File: src/rtl/jedro_1_decoder.sv
// Registered RV32I decode stage for OP, OP-IMM and LUI with a one-entry
// valid/ready output buffer, backpressure and flush.
module jedro_1_decoder #(
    parameter int DATA_WIDTH     = 32,
    parameter int ALU_OP_WIDTH   = 4,
    parameter int REG_ADDR_WIDTH = 5
) (
    input  logic                      clk_i,
    input  logic                      rst_i,
    input  logic [DATA_WIDTH-1:0]     instr_i,
    input  logic                      instr_valid_i,
    output logic                      instr_ready_o,
    input  logic                      flush_i,
    output logic                      out_valid_o,
    input  logic                      out_ready_i,
    output logic [ALU_OP_WIDTH-1:0]   alu_op_sel_o,
    output logic [REG_ADDR_WIDTH-1:0] rs1_addr_o,
    output logic [REG_ADDR_WIDTH-1:0] rs2_addr_o,
    output logic [REG_ADDR_WIDTH-1:0] rd_addr_o,
    output logic                      rd_we_o,
    output logic [DATA_WIDTH-1:0]     imm_o,
    output logic                      use_imm_o,
    output logic                      illegal_instr_o
);

    localparam logic [6:0] OPC_OP     = 7'b0110011;
    localparam logic [6:0] OPC_OP_IMM = 7'b0010011;
    localparam logic [6:0] OPC_LUI    = 7'b0110111;

    logic [6:0] opcode;
    logic [2:0] funct3;
    logic [6:0] funct7;

    logic [ALU_OP_WIDTH-1:0]   dec_alu_op;
    logic [REG_ADDR_WIDTH-1:0] dec_rs1;
    logic [DATA_WIDTH-1:0]     dec_imm;
    logic                      dec_use_imm;
    logic                      dec_rd_we;
    logic                      dec_illegal;

    logic illegal_q;
    logic capture;

    assign opcode = instr_i[6:0];
    assign funct3 = instr_i[14:12];
    assign funct7 = instr_i[31:25];

    // Defaults describe the illegal bundle; each legal encoding overrides it.
    always_comb begin
        dec_alu_op  = '0;
        dec_rs1     = instr_i[19:15];
        dec_imm     = '0;
        dec_use_imm = 1'b0;
        dec_rd_we   = 1'b0;
        dec_illegal = 1'b1;
        unique case (opcode)
            OPC_OP: begin
                if (funct7 == 7'b0000000 ||
                    (funct7 == 7'b0100000 && (funct3 == 3'b000 || funct3 == 3'b101))) begin
                    dec_alu_op  = ALU_OP_WIDTH'({instr_i[30], funct3});
                    dec_rd_we   = 1'b1;
                    dec_illegal = 1'b0;
                end
            end
            OPC_OP_IMM: begin
                if (funct3 == 3'b001) begin
                    if (funct7 == 7'b0000000) begin
                        dec_alu_op  = ALU_OP_WIDTH'(4'b0001);
                        dec_imm     = DATA_WIDTH'(instr_i[24:20]);
                        dec_use_imm = 1'b1;
                        dec_rd_we   = 1'b1;
                        dec_illegal = 1'b0;
                    end
                end else if (funct3 == 3'b101) begin
                    if (funct7 == 7'b0000000 || funct7 == 7'b0100000) begin
                        dec_alu_op  = ALU_OP_WIDTH'({instr_i[30], 3'b101});
                        dec_imm     = DATA_WIDTH'(instr_i[24:20]);
                        dec_use_imm = 1'b1;
                        dec_rd_we   = 1'b1;
                        dec_illegal = 1'b0;
                    end
                end else begin
                    // bit30 is part of the immediate here, so ADDI never becomes SUB
                    dec_alu_op  = ALU_OP_WIDTH'({1'b0, funct3});
                    dec_imm     = DATA_WIDTH'($signed(instr_i[31:20]));
                    dec_use_imm = 1'b1;
                    dec_rd_we   = 1'b1;
                    dec_illegal = 1'b0;
                end
            end
            OPC_LUI: begin
                dec_rs1     = '0;
                dec_imm     = DATA_WIDTH'({instr_i[31:12], 12'b0});
                dec_use_imm = 1'b1;
                dec_rd_we   = 1'b1;
                dec_illegal = 1'b0;
            end
            default: ;
        endcase
    end

    assign instr_ready_o   = !out_valid_o || out_ready_i;
    assign capture         = instr_valid_i && instr_ready_o && !flush_i;
    assign illegal_instr_o = illegal_q && out_valid_o;

    // Bundle fields only move on capture, so they stay stable under backpressure.
    always_ff @(posedge clk_i) begin
        if (rst_i) begin
            out_valid_o  <= 1'b0;
            alu_op_sel_o <= '0;
            rs1_addr_o   <= '0;
            rs2_addr_o   <= '0;
            rd_addr_o    <= '0;
            rd_we_o      <= 1'b0;
            imm_o        <= '0;
            use_imm_o    <= 1'b0;
            illegal_q    <= 1'b0;
        end else if (flush_i) begin
            out_valid_o <= 1'b0;
        end else if (capture) begin
            out_valid_o  <= 1'b1;
            alu_op_sel_o <= dec_alu_op;
            rs1_addr_o   <= dec_rs1;
            rs2_addr_o   <= instr_i[24:20];
            rd_addr_o    <= instr_i[11:7];
            rd_we_o      <= dec_rd_we;
            imm_o        <= dec_imm;
            use_imm_o    <= dec_use_imm;
            illegal_q    <= dec_illegal;
        end else if (out_ready_i) begin
            out_valid_o <= 1'b0;
        end
    end

endmodule

File: config.mk
export PLATFORM = sky130hd
export DESIGN_NAME = jedro_1_decoder
export DESIGN_NICKNAME = d
export VERILOG_FILES = /design/src/rtl/jedro_1_decoder.sv
export SDC_FILE = /design/constraint.sdc
export NUM_CORES = 1
export LEC_CHECK = 0
export BUFFER_PORTS_ARGS = -buffer_cell sky130_fd_sc_hd__buf_4
export CAP_MARGIN = 5
export CORE_ASPECT_RATIO = 2
export CORE_UTILIZATION = 37
export DETAILED_ROUTE_END_ITERATION = 6
export PLACE_DENSITY = 0.74
export SETUP_SLACK_MARGIN = 0.1
export SKIP_LAST_GASP = 1
export SLEW_MARGIN = 10
export SYNTH_ARGS = -nofsm -noshare
export SYNTH_HDL_FRONTEND = slang
export SYNTH_SLANG_ARGS = --single-unit
File: constraint.sdc
create_clock -name clk_i -period 1.6 [get_ports clk_i]
set_clock_uncertainty 0.1 [all_clocks]
set_input_delay 0.16 -clock clk_i [delete_from_list [all_inputs] [get_ports clk_i]]
set_output_delay 0.16 -clock clk_i [all_outputs]
set_load 0.02 [all_outputs]
### Word level (Yosys, flattened, before mapping)

Cells that the tools add are included.

* input port bits: 37
* output and inout port bits: 56
* word-level logic and storage cells: 58
* register bits: 55

* bitwise logic cells: 1
* equal/unequal tests: 6
* multiplexer cells: 27
* reductions and logical operators: 15

Operator list (number)
* $mux 32: 2
* $pmux 32 s2: 1
* $eq 7x6->1 const B: 3
* $mux 4: 4
* $mux 5: 3
* $mux 1: 13
* $pmux 4 s2: 1
* $eq 7x5->1 const B: 1
* $logic_not 7->1: 1
* $pmux 1 s3: 2
* $logic_and 1x1->1: 4
* $logic_or 1x1->1: 4
* $eq 3x1->1 const B: 1
* $eq 3x3->1 const B: 1
* $logic_not 3->1: 1
* $logic_not 1->1: 2
* $pmux 1 s2: 1
* $reduce_and 2->1: 1
* $reduce_bool 2->1: 1
* $reduce_or 2->1: 1
* $not 1->1: 1

### Depth between registers and ports, before layout

Gate-level depths: netlist of run 1.

* depth in word-level cells: 6
* mapped depth: 6
* mapped depth without buffers: 6

### Least setup slack after synthesis of run 1

No wires, ideal clock.

* path type: flip-flop to flip-flop
* start point: register out_valid_o
* end point: register imm_o[13]
* slack: -0.118 ns
* stages on the path, launching flop included: 7
* arrival time: 1.544 ns
* library setup time: 0.074 ns
* period minus slack after synthesis: 1.718 ns
* path buffers: 1
* data required time: 1.426 ns
* path through: dfxtp_1 nor2b_1 inv_1 nand3b_1 clkbuf_1 nand2_1 a31oi_1

* longest elaborated chain between the ends: 5

Ends and longest elaborated chain
* start: declaration: line 14 `output logic out_valid_o,`
* start signal: assignment: line 109 `out_valid_o <= 1'b0;`
* start signal: assignment: line 119 `out_valid_o <= 1'b0;`
* start signal: assignment: line 121 `out_valid_o <= 1'b1;`
* $logic_not 1->1: line 102 `assign instr_ready_o = !out_valid_o || out_ready_i;`
* $logic_or 1x1->1: line 102
* via instr_ready_o: line 12 `output logic instr_ready_o,`
* $logic_and 1x1->1 (2 in a row): line 103 `assign capture = instr_valid_i && instr_ready_o && !flush_i;`
* $reduce_and 2->1 (no source line)
* end signal: assignment: line 127 `imm_o <= dec_imm;`
* end: declaration: line 21 `output logic [DATA_WIDTH-1:0] imm_o,`

The timed path passes the listed nets, and every way through them passes these cells.
A chain may end at the register's enable or synchronous reset.

### Worst setup path in the final report of run 1

* start point: register out_valid_o
* end point: register imm_o[14]

* longest elaborated chain between the ends: 5

Ends and longest elaborated chain (line)
* $logic_not 1->1: 102
* $logic_or 1x1->1: 102
* $logic_and 1x1->1 (2 in a row): 103
* $reduce_and 2->1 (no source line)

No other way between the ends.

==> impl_metrics.prom, run 1 <==
# TYPE chip_impl_metric gauge
chip_impl_info{name="root_buffer",value="sky130_fd_sc_hd__clkbuf_16"} 1
chip_impl_metric{name="dpl_worst_slack",unit="ps"} -51.9
chip_impl_metric{name="wire_per_inst",unit="um"} 15.5
chip_impl_metric{name="worst_slew_pin_slew",unit="ps"} 339
chip_impl_metric{name="floorplan.die.width",unit="um"} 56.9
chip_impl_info{name="critPathKind",value="register to register"} 1
chip_impl_info{name="rsz0062_at_grt",value="yes"} 1
chip_impl_metric{name="grt_pass1_wl",unit="um"} 9830
chip_impl_metric{name="synth_cell_types",unit=""} 35
chip_impl_metric{name="hpwl",unit="um"} 4790
chip_impl_metric{name="grt_pass1_vias",unit=""} 2069
chip_impl_metric{name="vdd.ir_drop.worst",unit="mV"} 0.666
chip_impl_metric{name="max_freq",unit="MHz"} 678
chip_impl_metric{name="globalRouteOverflowTotal",unit=""} 0
chip_impl_metric{name="finalWorstSetupSlack",unit="ps"} 124
chip_impl_metric{name="floorplan.die_area",unit="sq um"} 6350
chip_impl_metric{name="critPathRequiredTime",unit="ps"} 1710
chip_impl_metric{name="post_synth_inst_count",unit=""} 265
chip_impl_info{name="failing_checks",value="design-rule violations"} 1
chip_impl_metric{name="timing.critical_path.fanout_max",unit=""} 12
chip_impl_metric{name="power.leakage",unit="uW"} 0.00136
chip_impl_metric{name="crit_arrival",unit="ps"} 1590
chip_impl_metric{name="num-nets-final",unit=""} 401
chip_impl_metric{name="synth_compound_gate_area_share",unit=""} 0.183
chip_impl_info{name="min_path_type",value="input pin to register"} 1
chip_impl_metric{name="drive_above_1_share",unit=""} 0.359
chip_impl_metric{name="synth.cell_area",unit="sq um"} 2230
chip_impl_metric{name="hold_viol",unit=""} 0
chip_impl_metric{name="finalWirelength",unit="um"} 6620
chip_impl_metric{name="pin_count",unit=""} 93
chip_impl_metric{name="synthArstFlopShare",unit=""} 0
chip_impl_metric{name="yosysWarnings",unit=""} 0
chip_impl_metric{name="post-route-min-period",unit="ps"} 1480
chip_impl_info{name="cts_tree",value="built"} 1
chip_impl_metric{name="cts_made_buffers",unit=""} 5
chip_impl_metric{name="post_synth_xor_area_fraction",unit=""} 0.00393
chip_impl_metric{name="synth_fp_nets",unit=""} 302
chip_impl_metric{name="synth_sequential_area_ratio",unit=""} 0.494
chip_impl_info{name="yosys_most_used_dff",value="sky130_fd_sc_hd__dfxtp_1"} 1
chip_impl_metric{name="ant_nets",unit=""} 0
chip_impl_metric{name="cts-root-to-sink-buffers",unit=""} 2
chip_impl_metric{name="p_total",unit="uW"} 2930
chip_impl_metric{name="vias_per_cell",unit=""} 5.42
chip_impl_metric{name="drt_pass1_iterations",unit=""} 6
chip_impl_info{name="r2r-end",value="imm_o[14]"} 1
chip_impl_metric{name="final_number_of_setup_violating_endpoints",unit=""} 0
chip_impl_info{name="synth_top_family_by_area",value="simple AND/OR/NAND/NOR gates"} 1
chip_impl_info{name="regToRegStartpoint",value="out_valid_o"} 1
chip_impl_metric{name="groute.usage.overall",unit=""} 0.198
chip_impl_metric{name="route.detailed.drc",unit=""} 14
chip_impl_metric{name="detail_route.iter0.violations",unit=""} 138
chip_impl_metric{name="ys_ff_latch",unit=""} 55
chip_impl_metric{name="synth.mux.area_fraction",unit=""} 0.00449
chip_impl_metric{name="setup.reg_to_reg.worst_slack",unit="ps"} 120
chip_impl_metric{name="max_cap_violations",unit=""} 0
chip_impl_info{name="hold_end",value="rd_addr_o[4]"} 1
chip_impl_metric{name="final_util",unit=""} 0.575
chip_impl_metric{name="routed-via-count",unit=""} 2310
chip_impl_metric{name="maximum_number_of_pins_on_one_net_before_global_route_repair",unit=""} 42
chip_impl_metric{name="placement_row_count",unit=""} 39
chip_impl_metric{name="floorplan.core_area",unit="sq um"} 5760
chip_impl_metric{name="final_worst_path_period_share",unit=""} 0.922
chip_impl_metric{name="share_of_yosys_cell_area_claimed_by_the_top_area_cell_type",unit=""} 0.494
chip_impl_metric{name="power.density_cell_area",unit="nW/um^2"} 887
chip_impl_metric{name="die-height",unit="um"} 112
chip_impl_metric{name="synth_simple_gate_area_frac",unit=""} 0.278
chip_impl_info{name="cp-start-kind",value="register"} 1
chip_impl_info{name="hold_path.startpoint",value="instr_i[11]"} 1
chip_impl_metric{name="rr_worst_depth",unit=""} 6
chip_impl_metric{name="clock_transition_at_path_regs",unit="ps"} 70
chip_impl_metric{name="slew_viol_final",unit=""} 0
chip_impl_info{name="post-synth-top-area-cell",value="sky130_fd_sc_hd__dfxtp_1"} 1
chip_impl_metric{name="clk_latency",unit="ps"} 290
chip_impl_metric{name="area_growth",unit="%"} 48.6
chip_impl_metric{name="antenna_found_initial",unit=""} 0
chip_impl_metric{name="clkSinkCount",unit=""} 55
chip_impl_metric{name="slew_headroom",unit=""} 0.772
chip_impl_metric{name="synthAdderAreaFrac",unit=""} 0
chip_impl_metric{name="worst_hold_path.num_cells",unit=""} 3
chip_impl_metric{name="antenna_cells",unit=""} 0
chip_impl_metric{name="cts-htree-levels",unit=""} 2
chip_impl_info{name="setup.worst_path.end_class",value="register"} 1
chip_impl_metric{name="avgSynthCellArea",unit="sq um"} 8.40
chip_impl_metric{name="routabilityCongestion",unit=""} 0.957
chip_impl_info{name="outcome",value="complete, but fails checks"} 1
chip_impl_info{name="largest_cells_by_area_after_synthesis",value="sky130_fd_sc_hd__dfxtp_1 (49%), sky130_fd_sc_hd__nand2_1 (8.8%), sky130_fd_sc_hd__a21oi_1 (5.6%)"} 1
chip_impl_metric{name="port_buffers",unit=""} 92
chip_impl_metric{name="synth_edf_count",unit=""} 0
chip_impl_metric{name="starting_density",unit=""} 0.387
[cell families after synthesis]
family	count (synthesis)
buf+inv	21
xor+xnor	1
mux	1
compound gates	63
flops	55
simple gates	124
[critical path, cell delays in order, from the launching register on]
cell and delay, ps:
sky130_fd_sc_hd__dfxtp_2 330, sky130_fd_sc_hd__nor2b_4 140, sky130_fd_sc_hd__nor3b_4 170, sky130_fd_sc_hd__buf_4 190, sky130_fd_sc_hd__nand4_1 120, sky130_fd_sc_hd__buf_4 200
sky130_fd_sc_hd__a31oi_1 150
[layer usage]
metal  GRT usage  part of all wire  vias up
met4      0.0780             0.020        0
met3      0.0256             0.052       10
met2       0.368              0.56       92
li1            -                 -     1133
met1       0.221              0.37     1075
met5           0                 0        -
[registers in the layout, indices dropped and copies added (netlist names)]
signal and flops:
alu_op_sel_o 4, illegal_q 1, imm_o 32, out_valid_o 1, rd_addr_o 5, rd_we_o 1, rs1_addr_o 5, rs2_addr_o 5
use_imm_o 1
[metrics by stage]
stage,hold WS (ps),cells,cell area [sq um],TNS (ps)
3_5_place_dp,262,414,3090,-475
3_3_place_gp,258,414,3090,-25.2
4_1_cts,15.5,423,3250,0
6_report,15.9,426,3310,0
5_1_grt,35.1,426,3310,0
2_1_floorplan,132,265,2260,0
[synthesized netlist by cell type (all sizes together), types with 2 or more instances]
| library cell | count |
|---|---|
| a31oi | 15 |
| nor4 | 2 |
| a22oi | 6 |
| nand3b | 3 |
| and2 | 3 |
| buf | 2 |
| a22o | 2 |
| nand4 | 2 |
| nor3 | 7 |
| nor2 | 20 |
| clkbuf | 17 |
| inv | 2 |
| dfxtp | 55 |
| a21oi | 25 |
| nand2b | 3 |
| nor3b | 4 |
| a211oi | 7 |
| and3 | 3 |
| nand3 | 24 |
| nand2 | 52 |
| o21ai | 2 |
[cell usage in the layout (no fill, tap or decap), types with 2 or more instances in the layout]
| cell | n |
|---|---|
| sky130_fd_sc_hd__a21oi_1 | 25 |
| sky130_fd_sc_hd__nor4_4 | 2 |
| sky130_fd_sc_hd__nor3b_1 | 2 |
| sky130_fd_sc_hd__nand3_1 | 24 |
| sky130_fd_sc_hd__a31oi_1 | 14 |
| sky130_fd_sc_hd__nand4_1 | 2 |
| sky130_fd_sc_hd__nor3_2 | 2 |
| sky130_fd_sc_hd__buf_4 | 106 |
| sky130_fd_sc_hd__nand2b_1 | 2 |
| sky130_fd_sc_hd__nor2_1 | 20 |
| sky130_fd_sc_hd__nand2_1 | 52 |
| sky130_fd_sc_hd__dfxtp_1 | 54 |
| sky130_fd_sc_hd__a22o_1 | 2 |
| sky130_fd_sc_hd__a211oi_1 | 7 |
| sky130_fd_sc_hd__and2_1 | 3 |
| sky130_fd_sc_hd__nor3b_4 | 2 |
| sky130_fd_sc_hd__and3_1 | 2 |
| sky130_fd_sc_hd__clkinv_4 | 2 |
| sky130_fd_sc_hd__a22oi_1 | 6 |
| sky130_fd_sc_hd__buf_12 | 3 |
| sky130_fd_sc_hd__nor3_1 | 5 |
| sky130_fd_sc_hd__nand3b_1 | 3 |
| sky130_fd_sc_hd__clkbuf_16 | 6 |
[layout make-up]
class / instances / area (sq um)
fillers: 565 / 2450
clock inverters: 3 / 25.0
clock buffers: 5 / 125
multi-input cells: 189 / 1080
well taps: 61 / 76.3
inverters: 2 / 7.51
repair buffers: 111 / 891
flip-flops and latches: 55 / 1100
[how the worst max path moves through the flow]
| stage | endpoint | startpoint | slack (ps) |
|---|---|---|---|
| 2_1_floorplan | rd_we_o | instr_i[3] | 70 |
| 3_3_place_gp | use_imm_o | instr_i[29] | -10 |
| 3_5_place_dp | use_imm_o | instr_i[29] | -50 |
| 4_1_cts | imm_o[12] | out_valid_o | 110 |
| 5_1_grt | imm_o[14] | out_valid_o | 30 |
| 6_report | imm_o[14] | out_valid_o | 120 |
[power breakdown]
part,internal (uW),switching (uW)
clock,586,499
sequential,1410,21.4
combinational,192,230
[timing repair]
item / CTS / global route
buffers inserted: 0 / 2
hold endpoints to repair: 1 / 0
hold buffers: 1 / 0
resized for setup: 0 / 4
endpoints found under the setup margin: 0 / 38
Note: power is estimated with default switching activity, not from simulation.
==> inputs of run 2 (changes only) <==
==> constraint.sdc (replaced) <==
create_clock -name clk_i -period 1.6 [get_ports clk_i]
set_clock_uncertainty 0.1 [all_clocks]
set_input_delay 0.08 -clock clk_i [delete_from_list [all_inputs] [get_ports clk_i]]
set_output_delay 0.08 -clock clk_i [all_outputs]
set_load 0.02 [all_outputs]
==> impl_metrics.prom, run 2 (synthesized netlist as in run 1, its figures left out) <==
# TYPE chip_impl_metric gauge
chip_impl_info{name="outcome",value="complete, but fails checks"} 1
chip_impl_info{name="failing_checks",value="design-rule violations"} 1
chip_impl_metric{name="starting_density",unit=""} 0.387
chip_impl_metric{name="post-route-min-period",unit="ps"} 1530
chip_impl_metric{name="routed-via-count",unit=""} 2498
chip_impl_metric{name="cts_made_buffers",unit=""} 5
chip_impl_metric{name="largest_register_ff_count",unit=""} 32
chip_impl_metric{name="antenna_found_initial",unit=""} 0
chip_impl_metric{name="vdd.ir_drop.worst",unit="mV"} 0.698
chip_impl_metric{name="crit_buf_inv",unit=""} 3
chip_impl_metric{name="fill_cells",unit=""} 487
chip_impl_info{name="setup.worst_path.end_class",value="register"} 1
chip_impl_metric{name="placement_row_count",unit=""} 39
chip_impl_metric{name="register_area",unit="sq um"} 1100
chip_impl_metric{name="multi_input_area",unit="sq um"} 1120
chip_impl_metric{name="routabilityCongestion",unit=""} 0.864
chip_impl_metric{name="groute.usage.overall",unit=""} 0.218
chip_impl_metric{name="setup_tns",unit="ps"} 0
chip_impl_metric{name="max_freq",unit="MHz"} 652
chip_impl_metric{name="detail_route.iter0.violations",unit=""} 133
chip_impl_info{name="critPathKind",value="register to register"} 1
chip_impl_metric{name="grt_pass1_vias",unit=""} 2264
chip_impl_metric{name="cts-root-to-sink-buffers",unit=""} 2
chip_impl_metric{name="clkSinkCount",unit=""} 55
chip_impl_metric{name="wire_per_inst",unit="um"} 16.5
chip_impl_metric{name="power.leakage",unit="uW"} 0.00153
chip_impl_metric{name="pin_count",unit=""} 93
chip_impl_metric{name="drive_above_1_share",unit=""} 0.355
chip_impl_metric{name="cts-htree-levels",unit=""} 2
chip_impl_metric{name="finalWirelength",unit="um"} 7500
chip_impl_metric{name="globalRouteOverflowTotal",unit=""} 0
chip_impl_metric{name="final-instance-count-excl-fill",unit=""} 455
chip_impl_metric{name="slowest_delay",unit="ps"} 320
chip_impl_info{name="mostFrequentLayoutCells",value="sky130_fd_sc_hd__buf_4 (106), sky130_fd_sc_hd__dfxtp_1 (54), sky130_fd_sc_hd__nand2_1 (51)"} 1
chip_impl_info{name="layout.cells.most_common",value="sky130_fd_sc_hd__buf_4"} 1
chip_impl_metric{name="port_buffers",unit=""} 92
chip_impl_info{name="crit_path_cell_trace",value="nor2b_4, nor3b_4, buf_4, buf_12, buf_8, nor2_1, a311oi_2"} 1
chip_impl_metric{name="clock_transition_at_path_regs",unit="ps"} 70
chip_impl_metric{name="slew_viol_final",unit=""} 0
chip_impl_metric{name="floorplan.die.width",unit="um"} 56.9
chip_impl_info{name="cp-start-kind",value="register"} 1
chip_impl_metric{name="final_util",unit=""} 0.643
chip_impl_info{name="min_path_type",value="input pin to register"} 1
chip_impl_metric{name="ant_nets",unit=""} 0
chip_impl_metric{name="finalWorstSetupSlack",unit="ps"} 66.8
chip_impl_info{name="timing.critical_path.max_delay_family",value="simple AND/OR/NAND/NOR gates"} 1
chip_impl_metric{name="max_cap_violations",unit=""} 0
chip_impl_metric{name="crit_arrival",unit="ps"} 1640
chip_impl_metric{name="hold_viol",unit=""} 0
chip_impl_metric{name="final_number_of_setup_violating_endpoints",unit=""} 0
chip_impl_metric{name="dpl_worst_slack",unit="ps"} -15.2
chip_impl_metric{name="die-height",unit="um"} 112
chip_impl_metric{name="antenna_cells",unit=""} 0
chip_impl_metric{name="power.density_cell_area",unit="nW/um^2"} 863
chip_impl_metric{name="floorplan.die_area",unit="sq um"} 6350
chip_impl_metric{name="floorplan.core_area",unit="sq um"} 5760
chip_impl_metric{name="clk_latency",unit="ps"} 290
chip_impl_metric{name="grt_pass1_wl",unit="um"} 10600
chip_impl_metric{name="drt_pass1_iterations",unit=""} 6
chip_impl_metric{name="critPathRequiredTime",unit="ps"} 1710
chip_impl_metric{name="maximum_number_of_pins_on_one_net_before_global_route_repair",unit=""} 42
chip_impl_metric{name="worst_slew_pin_slew",unit="ps"} 427
chip_impl_info{name="root_buffer",value="sky130_fd_sc_hd__clkbuf_16"} 1
chip_impl_metric{name="vias_per_cell",unit=""} 5.49
chip_impl_metric{name="hold-worst-slack",unit="ps"} 7.83
chip_impl_metric{name="num-nets-final",unit=""} 430
chip_impl_metric{name="final_worst_path_period_share",unit=""} 0.958
chip_impl_info{name="cts_tree",value="built"} 1
chip_impl_metric{name="place_inst",unit=""} 410
chip_impl_metric{name="route.detailed.drc",unit=""} 16
chip_impl_info{name="rsz0062_at_grt",value="yes"} 1
chip_impl_info{name="timing.critical_path.slowest_stage_cell",value="sky130_fd_sc_hd__dfxtp_2"} 1
chip_impl_metric{name="hpwl",unit="um"} 4740
chip_impl_metric{name="slew_headroom",unit=""} 0.715
chip_impl_metric{name="timing.critical_path.fanout_max",unit=""} 7
chip_impl_metric{name="area_growth",unit="%"} 66.3
chip_impl_info{name="top_register",value="imm_o"} 1
-- run 2: cell types whose count changed in the layout (fill, tap and decap cells not counted), sizes merged --
cell	delta
clkinv	-1
clkbuf	+2
dlygate4sd3	+23
bufinv	+1
buf	+5
clkinvlp	-1
-- run 2: cell type report --
cell class	count	share of cell area
Timing Repair Buffer	140	0.330
Multi-Input combinational cell	189	0.303
Sequential cell	55	0.298
Clock buffer	6	0.0375
Tap cell	61	0.0206
Clock inverter	2	0.00946
Inverter	2	0.00203
-- run 2: what timing repair did --
action / in CTS / in global routing
hold buffers: 25 / 0
hold endpoints to repair: 41 / 0
gates resized for setup: 1 / 14
gates cloned: 0 / 3
setup endpoints to repair: 8 / 44
buffers inserted: 2 / 8
pin swaps: 0 / 8
-- run 2: report_power, final --
| group | switching [uW] | internal [uW] | total (uW) |
|---|---|---|---|
| registers | 22.4 | 1410 | 1430 |
| clock network | 483 | 778 | 1260 |
| logic | 255 | 251 | 506 |
-- run 2: routing by layer --
| metal | vias up | global-route usage | wire, um |
|---|---|---|---|
| met2 | 108 | 0.397 | 4220 |
| li1 | 1197 | - | - |
| met4 | 0 | 0.145 | 294 |
| met3 | 24 | 0.0290 | 389 |
| met1 | 1169 | 0.225 | 2600 |
| met5 | - | 0 | 0 |
-- run 2: stage by stage --
| step | total power, uW | instance area (sq um) |
|---|---|---|
| 2_1_floorplan | 1640 | 2260 |
| 3_3_place_gp | 1850 | 3080 |
| 3_5_place_dp | 1860 | 3080 |
| 4_1_cts | 3170 | 3530 |
| 5_1_grt | 3310 | 3700 |
| 6_report | 3200 | 3700 |
-- run 2: worst paths after layout --
check                                  endpoint  cells after the start       startpoint  slack (ps)
worst min register to register  alu_op_sel_o[3]                      2  alu_op_sel_o[3]         350
worst max register to register          rd_we_o                      7      out_valid_o          70
worst min-delay path                out_valid_o                      3    instr_valid_i           8
worst max-delay path                    rd_we_o                      7      out_valid_o          70
-- run 2: worst register-to-register path: stages, from the launching register on --
cell and delay [ps]:
sky130_fd_sc_hd__dfxtp_2 320, sky130_fd_sc_hd__nor2b_4 130, sky130_fd_sc_hd__nor3b_4 240, sky130_fd_sc_hd__buf_4 160, sky130_fd_sc_hd__buf_12 110, sky130_fd_sc_hd__buf_8 110
sky130_fd_sc_hd__nor2_1 50, sky130_fd_sc_hd__a311oi_2 220
